## config.mk

```make
export PLATFORM = sky130hd
export DESIGN_NAME = regb_fifo_param
export DESIGN_NICKNAME = d
export VERILOG_FILES = /design/src/rtl/regb_fifo_pkg.sv /design/src/rtl/regb_fifo_ptr.sv /design/src/rtl/regb_fifo_param.sv
export SDC_FILE = /design/constraint.sdc
export NUM_CORES = 1
export LEC_CHECK = 0
export ABC_CLOCK_PERIOD_IN_PS = 2500
export CORE_MARGIN = 2
export CORE_UTILIZATION = 53
export DETAILED_ROUTE_END_ITERATION = 10
export GPL_TIMING_DRIVEN = 0
export PLACE_DENSITY = 0.77
export SYNTH_ARGS = -nofsm -noshare
export SYNTH_HDL_FRONTEND = slang
export SYNTH_SLANG_ARGS = --single-unit
```

## constraint.sdc

```tcl
create_clock -name clk -period 2.5 [get_ports clk]
set_input_delay 0.375 -clock clk [delete_from_list [all_inputs] [get_ports clk]]
set_output_delay 0.375 -clock clk [all_outputs]
set_load 0.03 [all_outputs]
```

## src/rtl/regb_fifo_pkg.sv

```systemverilog
// regb_fifo_pkg: shared defaults and width helpers for the regb FIFO family.
package regb_fifo_pkg;
  localparam int DEF_WIDTH = 4;
  localparam int DEF_N = 5;
  function automatic int cw_of(input int n);
    return $clog2(n + 1);
  endfunction
  function automatic int pw_of(input int n);
    return (n < 2) ? 1 : $clog2(n);
  endfunction
  localparam int DEF_PW = pw_of(DEF_N);
endpackage

```

## src/rtl/regb_fifo_ptr.sv

```systemverilog
// regb_fifo_ptr: modulo-N wrap counter used for the FIFO read and write pointers.
module regb_fifo_ptr #(
  parameter int N = 5,
  parameter int PW = 3
) (
  input  logic          clk,
  input  logic          res,
  input  logic          inc,
  output logic [PW-1:0] ptr
);
  always_ff @(posedge clk)
    if (res) ptr <= '0;
    else if (inc) ptr <= (ptr == PW'(N - 1)) ? '0 : ptr + 1'b1;
endmodule

```

## src/rtl/regb_fifo_param.sv

```systemverilog
// regb_fifo_param: register-based FWFT FIFO with fill level and almost flags.
// Define REGB_FIFO_ERR_EN to add sticky overflow/underflow flags with err_clr.
module regb_fifo_param
  import regb_fifo_pkg::*;
#(
  parameter int WIDTH = DEF_WIDTH,
  parameter int N = DEF_N,
  parameter int AF_LVL = N - 1,
  parameter int AE_LVL = 1,
  localparam int CW = cw_of(N),
  localparam int PW = pw_of(N)
) (
  input  logic             clk,
  input  logic             res,
  input  logic             shift_in,
  input  logic [WIDTH-1:0] in,
  output logic             full,
  input  logic             shift_out,
  output logic [WIDTH-1:0] out,
  output logic             empty,
  output logic [CW-1:0]    count,
  output logic             almost_full,
  output logic             almost_empty
`ifdef REGB_FIFO_ERR_EN
  ,
  output logic             overflow,
  output logic             underflow,
  input  logic             err_clr
`endif
);
  logic [WIDTH-1:0] mem [N];
  logic [PW-1:0] rd_ptr, wr_ptr;
  logic push, pop;
  assign push = shift_in && (!full || shift_out);
  assign pop = shift_out && !empty;
  assign full = count == CW'(N);
  assign empty = count == '0;
  assign almost_full = count >= CW'(AF_LVL);
  assign almost_empty = count <= CW'(AE_LVL);
  assign out = empty ? '0 : mem[rd_ptr];
  regb_fifo_ptr #(.N(N), .PW(PW)) u_rd (.clk(clk), .res(res), .inc(pop), .ptr(rd_ptr));
  regb_fifo_ptr #(.N(N), .PW(PW)) u_wr (.clk(clk), .res(res), .inc(push), .ptr(wr_ptr));
  always_ff @(posedge clk)
    if (push && !res) mem[wr_ptr] <= in;
  always_ff @(posedge clk)
    if (res) count <= '0;
    else if (push && !pop) count <= count + 1'b1;
    else if (pop && !push) count <= count - 1'b1;
`ifdef REGB_FIFO_ERR_EN
  // A set event in the same cycle as err_clr keeps the flag set.
  always_ff @(posedge clk) begin
    overflow <= res ? 1'b0 : (shift_in && full && !shift_out) ? 1'b1 : err_clr ? 1'b0 : overflow;
    underflow <= res ? 1'b0 : (shift_out && empty) ? 1'b1 : err_clr ? 1'b0 : underflow;
  end
`endif
endmodule

```

* After elaboration in Yosys (flattened, before gate mapping)
Memory sizes are Yosys's and may differ from the RTL's. A register that Yosys moved wholly into a read port is not among the register bits.
Cells that the tools add are included.
** Cells by class
- Eq/ne operators :: 3
- $lt $le $gt $ge :: 2
- Reduce and logical (&&, ||, !) cells :: 13
- Add/subtract/negate cells :: 4
- Muxes and demuxes :: 9
** Operator list (number)
- two-way mux 3 bit :: 6
- adder 3 x 1 -> 3 bit, second input constant :: 3
- == test 3 bit, second input constant :: 3
- logical AND 1 bit :: 5
- logical NOT 1 bit :: 5
- two-way mux 4 bit :: 1
- greater-or-equal comparator 3 bit, second input constant :: 1
- less-or-equal comparator 3 x 1 -> 1 bit, second input constant :: 1
- logical NOT 3 bit :: 1
- subtractor 3 x 1 -> 3 bit, second input constant :: 1
- two-way mux 1 bit :: 2
- nonzero test 2 bit :: 1
- logical OR 1 bit :: 1
** Word-level totals
- Register bits :: 9
- Input port bits :: 8
- Logic and storage cells :: 35
- Bits in writable memories :: 20
- Output and inout port bits :: 11
- Memories kept :: 1
** Memory list
- mem :: depth 5, width 4, read ports 1, clocked after memory_dff 1, write ports 1, line regb_fifo_param.sv:31 : logic [WIDTH-1:0] mem [N];

* Logic depth before layout (Yosys ltp)
- Word-level depth :: 8
- Gate-level depth with buffers :: 9
- Gate-level depth less buffers :: 9

* Modules after synthesis
A second synthesis with hierarchy kept.
** Second synthesis, totals
- Cell total of the unflattened synthesis :: 112
- Area total of the unflattened synthesis :: 1375.1 um^2
** Modules (own cells, without submodules)
- regb_fifo_param :: area each 1067.3 um^2, seq. area each 660.6 um^2, instances 1, cells each 78
- regb_fifo_ptr :: area each 153.9 um^2, seq. area each 60.1 um^2, instances 2, cells each 17

* Worst setup path before layout
Ideal clock, no wire load.
- Path type :: flip-flop to output port
- From :: register count[0]
- To :: output out[0]
- Path slack :: 218 ps
- Path buffers :: 0
- Cell stages (with the launch flop) :: 6
- Data required time :: 2125 ps
- Arrival :: 1907 ps
- Cells stage by stage :: dfxtp_1 > inv_1 > ha_1 > or2b_2 > clkinv_1 > nor2_1
** Between the ends
- Word-level cells in the longest chain between the ends :: 2
** Ends and longest elaborated chain
- from (decl) :: line regb_fifo_param.sv:21 : output logic [CW-1:0] count,
- from (signal assigned) :: line regb_fifo_param.sv:47 : else if (push && !pop) count <= count + 1'b1;
- from (signal assigned) :: line regb_fifo_param.sv:48 : else if (pop && !push) count <= count - 1'b1;
- logical NOT 3 bit :: line regb_fifo_param.sv:37 : assign empty = count == '0;
- via empty :: line regb_fifo_param.sv:20 : output logic empty,
- two-way mux 4 bit :: line regb_fifo_param.sv:40 : assign out = empty ? '0 : mem[rd_ptr];
- to (decl) :: line regb_fifo_param.sv:19 : output logic [WIDTH-1:0] out,
The timed path passes the listed nets, and every way through them passes these cells.

* Worst setup path in the final report
- From :: register count[0]
- To :: output out[1]
** Between the ends
- Word-level cells in the longest chain between the ends :: 2
** Ends and longest elaborated chain (line)
- logical NOT 3 bit :: regb_fifo_param.sv:37
- two-way mux 4 bit :: regb_fifo_param.sv:40
No other way between the ends.

==> metrics.txt <==
status complete, no violations; LEAKAGE 0.0006429 µW; worst hold path class reg2reg; final design area excluding fillers approximately 1700 µm²; final hold violation count 0; largest net degree at the start of global routing 12; footprint of the multi-input gates 551.8 µm²; Worst-path clk slew 0.10 ns; maximum VDD drop 0.7614 mV; Ant. Diodes 0; Simple-Gate Fraction of Synth Area 12.07%; Synth Area in Adders 7.759%; worst-margin pin slew between 0.6 and 0.7 ns; Post-route DRC 0; Sw Pwr about 660 µW; Crit. End Element primary output; # Max-Cap Violations 0; CP Launch Type register; Slowest-stage cell, CP dfxtp_1; most common cell after layout, fill and taps aside edfxtp_1; area delta synth->final 18.36%; Setup Crit Path Kind reg2out; CTS tree done; full die area 3173 µm²; Core Region 2545 µm²; Synth area leaders edfxtp_1 41%, dfxtp_1 17%, ha_1 7.8%, mux4_1 7.2%, mux2i_1 4.8%; clock tree buffer depth 2; pwr/cell area roughly 970 nW/µm²; I/O pin count 19; mean post-synth cell area about 13 µm²; Root Buffer clkbuf_4; Starting DRT DRC Count 29; proportion of layout cells with a drive suffix above 1 7.914%; setup_tns 0 ns; Layout Nets 155; Critical Path RT 2.12 ns; total power 1667 µW; GP Congestion 0.7691; switch share between 30% and 40%; H-tree depth 2; mux cell area share after synthesis 12.07%; most frequent cells in the layout 20 x edfxtp_1, 13 x clkdlybuf4s50_1, 12 x dfxtp_1; Starting Density 57.03%; Arr. time, crit path roughly 2.0 ns; IO Port Bufs 18; CP bufs+invs 3; grt ovf 0; WL final 2551 µm; antenna violations before repair 0; Mapped Nets 130; Final Cycle Share between 90 and 100%; gr usage total ~17%; postcts setup bufs 0; Synth Register Bits 32; # hold bufs at CTS 0; Post-Synthesis Cell Area 1451 µm²; clock share of power 16.9%; Register Area 840.8 µm²; die height 56.33 µm; Fillers roughly 190; Worst Path Max Fanout 8; DR vias ~940; WL/cell 15.09 µm; critical-path cell list inv_1, ha_1, or2b_2, clkinv_1, nor2_1, dlygate4sd2_1; slew margin rel. 55.06%; clk_lat worst skew 0.33 ns; Compound-Gate Fraction of Synth Area 4.914%; number of cell rows 18; final setup fails 0; CP max stage delay 0.42 ns; sequential fraction of the synthesis area 57.93%; crit path time final 2.371 ns; P_int 1010 µW; dominant cell type by area after synthesis edfxtp_1; Warnings, synthesis 0; share of the synthesized area in the top cell type 41.38%; Distinct cells, synth 27; largest family of logic cells by synthesized area simple AND/OR/NAND/NOR gates; share of power burned in registers 40.0%; Crit path max-delay family buffers and inverters; first-pass GRT wire length 4160 µm; hpwl dp 1964 µm; drt first pass iters 4; Comb pwr share 43.1%; die width 56.33 µm; RSZ-0062 raised after global routing false; Fin Clk Skew 0.005595 ns; vias per inst 5.568; post-route antenna net violation count 0; vias in the first global route around 950; post-synthesis xor/xnor area fraction 1.207%; fin. max-slew vios 0; placed instance area 1669 µm²; CTS Buf Count 5; post-synthesis cell count 113; clk sinks 32; FMAX 421.8 MHz
==> worst min-delay path, stage by stage (launching register included) <==
cell	delay, ns
dfxtp_1	0.33
o21ai_0	0.07
a21oi_1	0.08
==> path summary, 6_finish.rpt <==
| kind | endpoint | slack, ns | depth (start not counted) | startpoint |
|---|---|---|---|---|
| worst max-delay path | out[1] | 0.13 | 6 | count[0] |
| worst min-delay path | register | 0.52 | 2 | u_rd.ptr[0] |
| worst max register to register | count[2] | 0.43 | 8 | count[1] |
| worst min register to register | register | 0.52 | 2 | u_rd.ptr[0] |
==> registers in the layout, indices dropped and copies added (netlist names), named ones only <==
register  count
mem          20
count         3
u_rd.ptr      3
u_wr.ptr      3
==> layout make-up <==
cell class | count | share of cell area (%)
buffer | 3 | 1.020
tap | 30 | 2.185
multi-input combinational | 67 | 32.12
inverter | 11 | 2.403
clock inverter | 3 | 1.092
clock buffer | 5 | 2.185
timing repair buffer | 18 | 10.05
sequential | 32 | 48.94
==> timing repair <==
item | CTS | global route
endpoints found under the setup margin | 5 | 3
hold endpoints to repair | 0 | 0
resized for setup | 5 | 4
==> power groups by stage <==
stage | logic, µW | registers [µW] | clock network [µW]
global route | 781 | 678 | 303
floorplan | 453 | 708 | 0
finish | 718 | 667 | 282
detailed placement | 754 | 680 | 0
global placement | 732 | 677 | 0
CTS | 720 | 667 | 281
==> Yosys cell counts (all sizes together) <==
library cell	count
nand2	4
mux2i	7
and3	3
edfxtp	20
dfxtp	12
inv	10
a21oi	6
or3	2
nor4	1
clkinv	1
ha	9
nor2	7
dlygate4sd1	1
nand3b	2
mux4	4
buf	1
xnor2	1
and2	1
o21ai	7
xor2	1
nor3	4
or2b	1
nand2b	1
nand4	4
and3b	1
a31oi	1
clkbuf	1
==> kinds of logic after synthesis <==
kind of cell	after synthesis
DFF	32
and+or+nand+nor	31
AOI/OAI and AO/OA	14
buffers and inverters	14
muxes	11
adders and majority gates	9
xor gates and xnor gates	2
==> routing by layer <==
metal | track usage (%) | up-vias | routed length [µm]
met4 | 6.463 | 0 | 39
met1 | 20.92 | 441 | 1093
met5 | 0 | - | 0
li1 | - | 465 | -
met3 | 4.839 | 5 | 111
met2 | 29.75 | 30 | 1307
==> per-stage QoR <==
stage	instances	hold slack [ns]	utilization, %	worst slack (ns)
after floorplan	113	0.4739	-	0.2183
after global placement	161	0.5108	65.59	0.1758
after detailed placement	161	0.5070	65.59	0.1296
after CTS	169	0.5259	67.55	0.1064
after global routing	169	0.5742	67.50	0.0009430
final	169	0.5241	67.50	0.1290
Note: power is estimated with default switching activity, not from simulation.
==> RTL change (same settings) <==
Change the package constant `DEF_N` from 5 to 10.
--- a/src/rtl/regb_fifo_pkg.sv
+++ b/src/rtl/regb_fifo_pkg.sv
@@ -2,5 +2,5 @@
 package regb_fifo_pkg;
   localparam int DEF_WIDTH = 4;
-  localparam int DEF_N = 5;
+  localparam int DEF_N = 10;
   function automatic int cw_of(input int n);
     return $clog2(n + 1);
Interface: changed (resized count); port bits go from 19 to 20. No check against the original RTL was run, so the function may have changed too.
==> RTL change against the original RTL <==
Worst setup slack got worse by 0.053 ns. Wire length increased by 59%. Critical endpoint is now count[3]. Sequential cell count rose by 24. Cell area rose by 58%. Synthesized area increased by 63%. Fmax fell by 2.2%. Cell count increased by 44%. Worst hold slack better by 0.013 ns. Total power up 52%. Largest cell class unchanged.
==> RTL change: results (changes against the original RTL) <==
** Route
- The met3 wire length was 171 µm (+54%).
- Met1 WL :: 1870 µm (+71%)
- Via count :: 1391 (+48%)
- DR WL met2 :: 1970 µm (+50%)
- The final wirelength was 4070 µm (+59%).

** Synthesis
- By area the synthesized netlist is led by edfxtp_1 51%, dfxtp_1 14%, mux4_2 7.6%.
- By count the netlist is led by 40 x edfxtp_1, 18 x nor2_1, 16 x dfxtp_1.
- The post-synthesis compound-gate area fraction was 0.0596 (+0.0105).
- The parity-gate share of the synthesized area counting xor and xnor cells is 0.0222 (+0.0101).
- The sequential share of the synthesized area is 0.641 (+0.0620).
- Number of nets in the synthesized netlist :: 180 (+38%)
- The multiplexer share of the synthesized area was 0.0970 (-0.0236).
- Synth Area in Adders :: 0.0316 (-0.0459)

** Placed design
- The weighted congestion at the end of routability-driven global placement is 0.795 (+3.3%).
- The minimum setup slack after placement came to -0.359 ns (-0.488 ns).
- The quantity of I/O buffers inserted on ports came to 19 (+1).
- The placed wire-length estimate is 3010 µm (+53%).

** Power
- Worst IR drop on VDD :: 0.707 mV (-7.2%)
- Leak pwr :: 0.908 nW (+41%)
- Switching power :: 893 µW (+36%)

** Timing
- Worst clock skew :: 0.00741 ns (+0.00182 ns)
- Worst hold margin :: 0.537 ns (+0.0128 ns)
- Normalized max-slew margin :: 0.421 (-0.130)

** Final layout
- Total Nets Final :: 205 (+32%)
- Final instance area :: 2710 µm² (+58%)
- The flip-flop count of the largest register after layout came to 40 (+100%).

** Run status
- Result of the run :: completed

** Critical path
- The worst-case register-to-register setup slack is 0.08 ns (-0.35 ns).
- Data arrival time of the worst path :: 2.60 ns (+0.60 ns)
- In this run the critical register-to-register path is captured at count[3].
- R2R Path Start :: count[0]

** GRT
- Global routing usage summed across all routing layers :: 0.178 (+0.00356)
- Wire length of the first global-routing pass :: 6760 µm (+63%)
- Largest net degree at the start of global routing :: 17 (+5)
==> RTL change: cell types whose count changed in the layout (fill, tap and decap cells not counted), moves of 4 or more <==
cell           unedited run  this run
clkbuf_8                  0         5
a211oi_1                  0         4
mux4_2                    0         8
clkbuf_4                  5         0
ha_1                      9         5
nor2_1                    7        18
edfxtp_1                 20        40
mux4_1                    4         0
o22ai_1                   0         4
nand2_1                   4         8
inv_1                    10         4
xor2_1                    1         5
dlygate4sd2_1             2         6
==> RTL change: final cells by class <==
type                       count  area, µm²  share of cell area
inverter                       6       22.5             0.00831
clock buffer                   7       76.3              0.0281
buffer                         4       26.3             0.00969
clock inverter                 1       5.00             0.00185
timing repair buffer          19        183              0.0674
multi-input combinational     99        807               0.298
sequential                    56       1530               0.563
tap                           52       65.1              0.0240
==> RTL change: metrics by stage <==
stage / power [mW] / TNS (ns) / std cells / util
6_report: 2.54 / 0 / 244 / 0.627
5_1_grt: 2.68 / -0.00956 / 244 / 0.627
4_1_cts: 2.54 / 0 / 244 / 0.626
3_5_place_dp: 2.13 / -4.06 / 237 / 0.608
3_3_place_gp: 2.11 / -2.81 / 237 / 0.608
2_1_floorplan: 1.79 / 0 / 166 / -
==> RTL change: power groups by stage <==
stage	registers [mW]	clock network [mW]	logic [mW]
final	1.14	0.452	0.945
after global placement	1.15	0	0.961
after global routing	1.15	0.507	1.02
after detailed placement	1.15	0	0.979
after floorplan	1.19	0	0.600
after CTS	1.13	0.461	0.943
==> RTL change: per-layer routing <==
| metal | vias to the layer above | track usage |
|---|---|---|
| met3 | 5 | 0.0413 |
| met1 | 675 | 0.241 |
| met2 | 35 | 0.289 |
| li1 | 676 | - |
| met5 | - | 0 |
| met4 | 0 | 0.0545 |
==> RTL change: kinds of logic after synthesis <==
kind of cell | Yosys count
flip-flops | 56
buffers and inverters | 11
AO/OA/AOI/OAI | 22
adder cells (fa/ha/maj) | 6
XOR/XNOR | 6
AND/OR/NAND/NOR | 52
multiplexers | 13
==> RTL change: worst max-delay path, cell delays in order, from the launching register on <==
cell and delay [ns]:
dfxtp_4 0.38, inv_2 0.07, ha_1 0.17, and4bb_4 0.26
nand2b_4 0.12, buf_6 0.12, inv_1 0.06, ha_2 0.21
or4_2 0.56, a21oi_2 0.18, xnor2_1 0.13, nor2_1 0.05
==> RTL change: how the worst max path moves through the flow <==
stage / startpoint / endpoint / slack, ns
finish: count[0] / count[3] / 0.08
global route: count[0] / count[3] / -0.01
CTS: count[0] / count[3] / 0.004
floorplan: count[0] / count[3] / 0.1
detailed placement: shift_out / count[3] / -0.36
global placement: shift_out / count[3] / -0.32
==> RTL change: what timing repair did <==
action | in CTS | in global routing
hold buffers | 0 | 0
endpoints found under the hold margin | 0 | 0
gates cloned | 0 | 0
setup endpoints to repair | 6 | 10
resized for setup | 8 | 4
pin swaps | 1 | 1
